<file path="src/rtl/mem_line_fill_pkg.sv">
// Shared definitions for the line-fill controller: state encoding, clog2 helper
// and the default word/address widths shared with the data memory.
package mem_line_fill_pkg;

  localparam int MEM_DATA_W     = 16;
  localparam int MEM_ADDR_W     = 16;
  localparam int DEF_LINE_WORDS = 4;

  typedef enum logic [1:0] {
    ST_IDLE = 2'd0,
    ST_FILL = 2'd1,
    ST_DONE = 2'd2
  } fillState_t;

  function automatic int clog2(input int value);
    int result;
    result = 0;
    while ((1 << result) < value) begin
      result = result + 1;
    end
    return result;
  endfunction

  localparam int DEF_OFFSET_W = clog2(DEF_LINE_WORDS);

endpackage

</file>
<file path="src/rtl/mem_line_fill_buffer.sv">
// Line buffer: LINE_WORDS words of DATA_W bits with synchronous clear and a
// single indexed word write port; word 0 lands in the LSBs of line_o.
module fill_line_buffer
  import mem_line_fill_pkg::*;
#(
  parameter int DATA_W     = MEM_DATA_W,
  parameter int LINE_WORDS = DEF_LINE_WORDS
) (
  input  logic                           clk,
  input  logic                           reset,
  input  logic                           clear_i,
  input  logic                           wr_en_i,
  input  logic [clog2(LINE_WORDS)-1:0]   wr_idx_i,
  input  logic [DATA_W-1:0]              wr_data_i,
  output logic [DATA_W*LINE_WORDS-1:0]   line_o
);

  logic [LINE_WORDS-1:0][DATA_W-1:0] words_q;

  always_ff @(posedge clk or negedge reset) begin
    if (!reset) begin
      words_q <= '0;
    end else if (clear_i) begin
      words_q <= '0;
    end else if (wr_en_i) begin
      words_q[wr_idx_i] <= wr_data_i;
    end
  end

  assign line_o = words_q;

endmodule

</file>
<file path="src/rtl/mem_line_fill.sv">
// Cache-line fill controller: walks memory one word at a time, holding the
// address stable until each ready strobe, then returns the line in one strobe.
module mem_line_fill
  import mem_line_fill_pkg::*;
#(
  parameter int DATA_W     = MEM_DATA_W,
  parameter int ADDR_W     = MEM_ADDR_W,
  parameter int LINE_WORDS = DEF_LINE_WORDS,
  parameter int TIMEOUT    = 15
) (
  input  logic                         clk,
  input  logic                         reset,
  input  logic                         req_valid,
  input  logic [ADDR_W-1:0]            req_addr,
  output logic                         req_ready,
  input  logic                         cancel,
  output logic                         resp_valid,
  output logic [DATA_W*LINE_WORDS-1:0] resp_line,
  output logic                         resp_err,
  output logic [ADDR_W-1:0]            mem_address,
  input  logic [DATA_W-1:0]            mem_data_read,
  input  logic                         mem_service_ready
);

  localparam int OFF_W = clog2(LINE_WORDS);
  localparam int WD_W  = clog2(TIMEOUT + 1);
  localparam logic [OFF_W-1:0] LAST_IDX = OFF_W'(LINE_WORDS - 1);
  localparam logic [WD_W-1:0]  WD_LIMIT = WD_W'(TIMEOUT - 1);

  fillState_t        state_q, state_d;
  logic [ADDR_W-1:0] memAddr_q, memAddr_d;
  logic [OFF_W-1:0]  wordIdx_q, wordIdx_d;
  logic [WD_W-1:0]   wdCnt_q, wdCnt_d;
  logic              respErr_q, respErr_d;
  logic              bufClear;
  logic              bufWrite;
  logic              accept;

  always_ff @(posedge clk or negedge reset) begin
    if (!reset) begin
      state_q   <= ST_IDLE;
      memAddr_q <= '0;
      wordIdx_q <= '0;
      wdCnt_q   <= '0;
      respErr_q <= 1'b0;
    end else begin
      state_q   <= state_d;
      memAddr_q <= memAddr_d;
      wordIdx_q <= wordIdx_d;
      wdCnt_q   <= wdCnt_d;
      respErr_q <= respErr_d;
    end
  end

  // Cancel outranks both a ready strobe and the watchdog while filling.
  always_comb begin
    state_d   = state_q;
    memAddr_d = memAddr_q;
    wordIdx_d = wordIdx_q;
    wdCnt_d   = wdCnt_q;
    respErr_d = respErr_q;
    bufClear  = 1'b0;
    bufWrite  = 1'b0;
    case (state_q)
      ST_IDLE: begin
        if (accept) begin
          state_d   = ST_FILL;
          memAddr_d = {req_addr[ADDR_W-1:OFF_W], {OFF_W{1'b0}}};
          wordIdx_d = '0;
          wdCnt_d   = '0;
          respErr_d = 1'b0;
          bufClear  = 1'b1;
        end
      end
      ST_FILL: begin
        if (cancel) begin
          state_d = ST_IDLE;
        end else if (mem_service_ready) begin
          bufWrite = 1'b1;
          wdCnt_d  = '0;
          if (wordIdx_q == LAST_IDX) begin
            state_d = ST_DONE;
          end else begin
            wordIdx_d = wordIdx_q + OFF_W'(1);
            memAddr_d = memAddr_q + ADDR_W'(1);
          end
        end else if (wdCnt_q == WD_LIMIT) begin
          respErr_d = 1'b1;
          state_d   = ST_DONE;
        end else begin
          wdCnt_d = wdCnt_q + WD_W'(1);
        end
      end
      ST_DONE: begin
        state_d = ST_IDLE;
      end
      default: begin
        state_d = ST_IDLE;
      end
    endcase
  end

  always_comb begin
    req_ready  = reset && (state_q == ST_IDLE) && !cancel;
    resp_valid = (state_q == ST_DONE);
  end

  assign accept      = req_valid && req_ready;
  assign mem_address = memAddr_q;
  assign resp_err    = respErr_q;

  fill_line_buffer #(
    .DATA_W     (DATA_W),
    .LINE_WORDS (LINE_WORDS)
  ) uLineBuffer (
    .clk       (clk),
    .reset     (reset),
    .clear_i   (bufClear),
    .wr_en_i   (bufWrite),
    .wr_idx_i  (wordIdx_q),
    .wr_data_i (mem_data_read),
    .line_o    (resp_line)
  );

endmodule

</file>
<file path="config.mk">
export PLATFORM = sky130hd
export DESIGN_NAME = mem_line_fill
export DESIGN_NICKNAME = d
export VERILOG_FILES = /design/src/rtl/mem_line_fill_pkg.sv /design/src/rtl/mem_line_fill_buffer.sv /design/src/rtl/mem_line_fill.sv
export SDC_FILE = /design/constraint.sdc
export NUM_CORES = 1
export LEC_CHECK = 0
export CAP_MARGIN = 10
export CORE_ASPECT_RATIO = 1.75
export CORE_UTILIZATION = 47
export DETAILED_ROUTE_END_ITERATION = 8
export PLACE_DENSITY = 0.89
export SLEW_MARGIN = 30
export SYNTH_ARGS = -nofsm -noshare
export SYNTH_HDL_FRONTEND = slang
export SYNTH_SLANG_ARGS = --single-unit
</file>
<file path="constraint.sdc">
create_clock -name clk -period 1.77 [get_ports clk]
set_input_delay 0.354 -clock clk [delete_from_list [all_inputs] [get_ports clk]]
set_output_delay 0.354 -clock clk [all_outputs]
set_load 0.01 [all_outputs]
</file>
==> metrics.md, run 1 <==
| Metric | Value |
|---|---|
| Layout area overhead | `47.5%` |
| Synthesis Warnings | `0` |
| Hold Vio Cnt, Final | `0` |
| Min Clock Period, post-route | `1.76 ns` |
| Largest net degree at the start of global routing | `90` |
| Net Count, Synth | `roughly 370` |
| Hold crit path type | `in2async` |
| Worst slew margin | `0.692` |
| Final Core Density | `0.718` |
| RSZ-0062 raised after global routing | `true` |
| Vias | `3,442` |
| Synth Instances | `322` |
| Synthesized area | `about 3900 um^2` |
| Clock buffer count from CTS | `9` |
| Routability congestion estimate | `roughly 0.85` |
| Int Pwr | `4.13 mW` |
| Cell variety after synth | `slightly above 50` |
| Async SR Flop Fraction | `1.00` |
| Starting density of the core | `0.487` |
| Max Cap Violations | `0` |
| Crit path required time | `1.42 ns` |
| Synth Flop Type | `dfrtp_1` |
| Status | `finished, violations left` |
| Final Setup Violations | `0` |
| Initial DRC count | `between 200 and 300` |
| Clock share of power | `0.306` |
| Post-synthesis sequential area ratio | `0.574` |
| H-tree depth reported by CTS | `3` |
| DRC viols | `30` |
| Row count | `43` |
| TritonCTS clock tree | `built` |
| Leakage | `2.52 nW` |
| Final cell count without fillers | `557` |
| Combinational share of power | `0.253` |
| Congestion Overflow GR | `0` |
| Most frequent cells after synthesis | `dfrtp_1, a22o_1, a21oi_1, nand2_1, nor2_1` |
| Max Clk Rate | `568 MHz` |
| Period utilization | `0.995` |
| First-pass GRT wire length | `roughly 18,000 um` |
| Failing checks | `DRC` |
| Setup TNS Final | `0 ns` |
| Post-DP HPWL | `7900 um` |
| Routed Antenna Nets | `0` |
| Die X | `between 70 and 80 um` |
| Post-cts hold buffer count | `0` |
| Crit path max-delay cell type | `dfrtp_1` |
| VDD IR-drop max | `0.000685 V` |
| Vias in the first global route | `3,478` |
| Flops & latches, synth | `89` |
| Crit path launch type | `flop` |
| Crit path cell chain | `buf_6, nor4b_4, buf_2` |
| Number of synthesized flops with an enable pin | `0` |
| PwrDens | `1040 nW/um^2` |
| Worst-Skew Late Latency | `0.34 ns` |
| Synth top area share | `0.574` |
| Critical path type | `reg2out` |
| Antenna fix cells | `0` |
| Initial antenna violation count | `0` |
| Avg Cell Area, Syn | `12.0 um^2` |
| DR vias/cell | `just over 6` |
| Clk sinks | `89` |
| Die Area | `8630 um^2` |
| Slew @ Worst Pin | `0.461 ns` |
| Wire length per cell | `20.2 um` |
| Nets@finish | `between 500 and 600` |
| Core region area | `7960 um^2` |
| Top-count cell post-synth | `dfrtp_1` |
| Share of cells above drive strength 1 | `0.156` |
| DR pass1 iterations | `7` |
| Power Total | `~6 mW` |
| Total GRT Usage | `0.271` |
| Crit-path max FO | `4` |
| Register share of total power | `0.441` |
| Cell taking the most area after synthesis | `dfrtp_1` |
| CTS clk-pin slew, worst paths | `0.07 ns` |
| Buf/Inv on CP | `2` |
| Inst Count DP | `538` |
| PortBufs | `117` |
| Clock Path Buffers | `2` |
| Reg2reg setup slack | `roughly 0.03 ns` |
| Total net switching power | `1.80 mW` |
| Crit. End Element | `output pin` |
| CP delay by family, top | `flip-flops` |
| Synth area leaders | `dfrtp_1, a22o_1, a21oi_1` |
| Die H | `122 um` |
| Critical Path AT | `1.41 ns` |
| Total Routed Length | `~11,000 um` |
| CTS root buf | `clkbuf_16` |
| CP peak stage delay | `about 0.4 ns` |
| IO Pins | `120` |
| Fin. max-slew vios | `0` |
| Clock Skew | `0.00490 ns` |
| Net Sw Frac | `0.303` |
==> repair_timing <==
item	CTS	global route
endpoints found under the setup margin	6	51
cloned	0	1
setup buffers	2	1
pin swaps	0	5
gates resized for setup	11	12
==> flip-flops by register name, indices dropped and copies added (netlist names) <==
| register | cells |
|---|---|
| uLineBuffer.line_o | 64 |
| mem_address | 16 |
| wdCnt_q | 4 |
| state_q | 2 |
| wordIdx_q | 2 |
| resp_err | 1 |
==> worst paths after layout <==
kind / from / end / cells past startpoint
max: state_q[1] / req_ready / 3
min: reset / wordIdx_q[0] / 2
max reg2reg: state_q[1] / mem_address[3] / 7
min reg2reg: uLineBuffer.line_o[38] / uLineBuffer.line_o[38] / 1
max in group asynchronous: reset / mem_address[12] / 2
min in group clk: uLineBuffer.line_o[38] / uLineBuffer.line_o[38] / 1
==> cell type report <==
cell class | instances | area (um^2)
Clock buffer | 9 | 225
Clock inverter | 7 | 60.1
Fill cell | 546 | 2240
Inverter | 7 | 26.3
Multi-Input combinational cell | 205 | 1530
Sequential cell | 89 | 2230
Tap cell | 90 | 113
Timing Repair Buffer | 150 | 1530
==> cell usage in the layout, fill, tap and decap left out, types with 2 or more instances in the layout <==
cell type | Yosys | routed
clkdlybuf4s50_1 | 0 | 113
o211ai_1 | 2 | 2
dfrtp_1 | 89 | 86
ha_1 | 7 | 6
nor2_4 | 4 | 4
o41ai_1 | 2 | 2
o22ai_1 | 5 | 5
o31ai_1 | 4 | 4
buf_12 | 0 | 8
inv_1 | 7 | 7
nand4_1 | 5 | 5
inv_6 | 0 | 3
nor2_1 | 14 | 14
nor3_1 | 3 | 3
o21ai_0 | 13 | 13
a22o_1 | 66 | 65
buf_4 | 0 | 24
a21oi_1 | 18 | 18
and2_4 | 0 | 3
clkinvlp_4 | 0 | 3
nand3_1 | 8 | 8
clkbuf_16 | 0 | 10
dfrtp_2 | 0 | 3
nand2_1 | 15 | 15
a41o_1 | 2 | 2
a31oi_1 | 3 | 3
==> through the flow <==
stage	hold slack [ns]	setup WS (ns)	instance area (um^2)
2_1_floorplan	0.0584	0.0702	3880
3_3_place_gp	0.464	-0.294	5370
3_5_place_dp	0.473	-0.312	5370
4_1_cts	0.105	0.00355	5670
5_1_grt	0.126	-0.0476	5720
6_report	0.0902	0.00859	5720
==> layer usage <==
layer  track usage  vias up  wire, um
met1         0.312     1715      4250
met2         0.485      182      5980
li1              -     1519         -
met5             0        -         0
met3        0.0529       26       739
met4         0.123        0       287
==> power groups by stage <==
stage,sequential (mW),clock [mW],combinational (mW)
after floorplan,2.70,0,0.478
after global placement,2.62,0,1.41
after detailed placement,2.64,0,1.45
after CTS,2.60,1.85,1.48
after global routing,2.64,1.94,1.61
final,2.62,1.82,1.50
==> cell families (layout without fill, tap and decap cells) <==
kind of cell | after synthesis | after routing | synth area share
compound gates | 129 | 129 | 0.254
fa+ha+maj | 7 | 7 | 0.0226
mux | 1 | 1 | 0.00258
simple gates | 68 | 68 | 0.106
flops | 89 | 89 | 0.574
buf+inv | 28 | 173 | 0.0403
Note: power is estimated with default switching activity, not from simulation.
==> inputs of run 2 (changes only) <==
--- a/config.mk
+++ b/config.mk
@@ -5,6 +5,7 @@
 export SDC_FILE = /design/constraint.sdc
 export NUM_CORES = 1
 export LEC_CHECK = 0
+export ABC_CLOCK_PERIOD_IN_PS = 1770
 export CAP_MARGIN = 10
 export CORE_ASPECT_RATIO = 1.75
 export CORE_UTILIZATION = 47
==> constraint.sdc (replaced) <==
create_clock -name clk -period 1.77 [get_ports clk]
set_input_delay 0.4425 -clock clk [delete_from_list [all_inputs] [get_ports clk]]
set_output_delay 0.4425 -clock clk [all_outputs]
set_load 0.01 [all_outputs]
==> run 2 against run 1 <==
Against the previous run: the run still ends with DRC left; flip-flop and latch count stayed put; design area is 1.1% higher; first-iteration DRC count is 57% higher; combinational power is 9% higher; final cell count is 2.0% higher; worst hold slack better by 0.13 ns; utilization is 0.79 points higher; maximum frequency is 0.71% higher; via count is 1.6% higher; critical path type unchanged.
==> metrics.md, run 2 (synthesis results as in run 1) <==
| Metric | Value |
|---|---|
| Reg2reg setup slack | `0.07 ns (+0.04 ns)` |
| Clk sinks | `89 (unchanged)` |
| Fin. max-slew vios | `0 (unchanged)` |
| RSZ-0062 raised after global routing | `true` |
| CTS root buf | `clkbuf_16` |
| Commonest non-fill, non-tap cells in the layout | `clkdlybuf4s50_1, dfrtp_1, a22o_1` |
| Starting density of the core | `0.487 (unchanged)` |
| Row count | `43 (unchanged)` |
| IO Pins | `120 (unchanged)` |
| Finished Cell Area | `5780 um^2 (+1.1%)` |
| Max Cap Violations | `0 (unchanged)` |
| Crit-path max FO | `5 (+1)` |
| Share of cells above drive strength 1 | `0.186 (+0.0299)` |
| Hold crit path type | `in2async` |
| FF-to-FF Start | `state_q[0]` |
| Layout area overhead | `49.1%` |
| Final cell count without fillers | `568 (+2.0%)` |
| Crit. End Element | `output pin` |
| CP delay by family, top | `buffers and inverters` |
| Post-DP HPWL | `8070 um (+2.2%)` |
| Critical Path AT | `1.31 ns (-0.10 ns)` |
| Crit path launch type | `flop` |
| Initial DRC count | `458 (+57%)` |
| Clock share of power | `0.307 (about the same)` |
| First-pass GRT wire length | `18,000 um (+0.96%)` |
| Die Area | `8630 um^2 (unchanged)` |
| Failing checks | `DRC` |
| Crit path cell chain | `clkdlybuf4s50_1` |
| Total GRT Usage | `0.276 (+0.00541)` |
| Initial antenna violation count | `0 (unchanged)` |
| DR vias/cell | `6.16 (-0.37%)` |
| Core region area | `7960 um^2 (unchanged)` |
| Critical path type | `reg2out` |
| Hold Vio Cnt, Final | `0 (unchanged)` |
| Inst Count DP | `542 (+0.74%)` |
| Congestion Overflow GR | `0 (unchanged)` |
| Int Pwr | `4.21 mW (+1.8%)` |
| Total Routed Length | `11,700 um (+3.5%)` |
| Wire length per cell | `20.5 um (+1.5%)` |
| Total net switching power | `1.87 mW (+3.7%)` |
| H-tree depth reported by CTS | `3 (unchanged)` |
| Levels on crit path | `1 (-2)` |
| Buf/Inv on CP | `1 (-1)` |
| Fill count | `530 (-2.9%)` |
| Clock Path Buffers | `2 (unchanged)` |
| Routability congestion estimate | `0.845 (-0.87%)` |
| CP peak stage delay | `0.55 ns (+0.15 ns)` |
| Clock buffer count from CTS | `9 (unchanged)` |
| Die H | `122 um (unchanged)` |
| Crit path required time | `1.33 ns (-0.09 ns)` |
| R2r endpoint | `uLineBuffer.line_o[7]` |
| Hold slack | `0.217 ns (+0.127 ns)` |
| Nets@finish | `517 (+2.2%)` |
| Vias | `3,497 (+1.6%)` |
| Net Sw Frac | `0.307 (+0.00398)` |
| Power Total | `6.08 mW (+2.4%)` |
| Vias in the first global route | `3,440 (-1.1%)` |
| TritonCTS clock tree | `built` |
| Clock Skew | `0.00540 ns (+0.000506 ns)` |
| Worst R2R Path Depth | `6 (-1)` |
| Slew @ Worst Pin | `0.789 ns (+0.328 ns)` |
| Post-cts hold buffer count | `0 (unchanged)` |
| Largest register FFs | `64 (unchanged)` |
| Largest net degree at the start of global routing | `65 (-28%)` |
| Commonest non-fill, non-tap cell in the layout | `clkdlybuf4s50_1` |
| Register share of total power | `0.422 (-0.019)` |
| DRC viols | `30 (unchanged)` |
| DR pass1 iterations | `8 (+1)` |
| Max Clk Rate | `572 MHz (+0.71%)` |
| Antenna fix cells | `0 (unchanged)` |
| Final Setup Violations | `0 (unchanged)` |
| PwrDens | `1050 nW/um^2 (+1.3%)` |
| Crit path max-delay cell type | `clkdlybuf4s50_1` |
| Leakage | `2.63 nW (+4.4%)` |
| Routed Antenna Nets | `0 (unchanged)` |
| Die X | `70.7 um (unchanged)` |
| Setup TNS Final | `0 ns (unchanged)` |
| Combinational share of power | `0.271 (+0.018)` |
| Post-DP Area | `5370 um^2 (about the same)` |
| Min Clock Period, post-route | `1.75 ns (-0.0124 ns)` |
| VDD IR-drop max | `0.000619 V (-9.6%)` |
| PortBufs | `117 (unchanged)` |
| Worst-Skew Late Latency | `0.34 ns (about the same)` |
| Status | `finished, violations left` |
| Worst setup path startpoint | `mem_address[14]` |
| CTS clk-pin slew, worst paths | `0.07 ns (about the same)` |
| Worst slew margin | `0.474 (-0.218)` |
| Period utilization | `0.988 (-0.00703)` |
## run 2: changes by cell type in the layout (fill, tap and decap cells not counted), moves of 2 or more
cell,change
buf_4,+12
clkdlybuf4s50_1,-8
dlygate4sd2_1,+4
dfrtp_1,-3
dfrtp_2,+3
dlymetal6s2s_1,+3
and2_1,+2
and2_4,-2
buf_12,-2
buf_6,+2
clkinvlp_4,-2
## run 2: timing repair
| item | in CTS | in global routing |
|---|---|---|
| gates resized for setup | 17 | 19 |
| buffers inserted | 10 | 2 |
| setup endpoints to repair | 78 | 65 |
| cloned | 0 | 0 |
| pin swaps | 1 | 2 |
## run 2: stage by stage
| stage | setup WS, ns | utilization |
|---|---|---|
| 2_1_floorplan | 0.0702 | - |
| 3_3_place_gp | -0.414 | 0.675 |
| 3_5_place_dp | -0.443 | 0.675 |
| 4_1_cts | 0.00195 | 0.721 |
| 5_1_grt | -0.0275 | 0.726 |
| 6_report | 0.0210 | 0.726 |
## run 2: area by class of cell
cell class | count | area [um^2] | area share
multi-input cells | 205 | 1530 | 0.265
clock inverters | 7 | 72.6 | 0.0126
flip-flops and latches | 89 | 2230 | 0.387
well taps | 90 | 113 | 0.0195
inverters | 7 | 26.3 | 0.00455
clock buffers | 9 | 225 | 0.0390
repair buffers | 161 | 1580 | 0.273
## run 2: how the worst max path moves through the flow
stage,to
finish,mem_address[14]
global route,mem_address[15]
CTS,resp_line[3]
detailed placement,uLineBuffer.line_o[39]
global placement,req_ready
floorplan,uLineBuffer.line_o[53]
## run 2: routing by layer
metal,vias to the layer above,GRT usage,share of wire
met5,-,0,0
met3,29,0.0604,0.075
met1,1705,0.313,0.37
li1,1545,-,-
met2,218,0.503,0.53
met4,0,0.108,0.028
## run 2: worst min-delay path, cell delays in order
cell and delay [ns]:
buf_4 0.10, buf_4 0.10, buf_4 0.31
## run 2: power groups by stage
stage	Sequential [mW]	Clock [mW]	Combinational, mW
6_report	2.56	1.87	1.64
5_1_grt	2.59	2.00	1.75
4_1_cts	2.55	1.90	1.61
3_5_place_dp	2.63	0	1.47
3_3_place_gp	2.61	0	1.42
2_1_floorplan	2.70	0	0.478
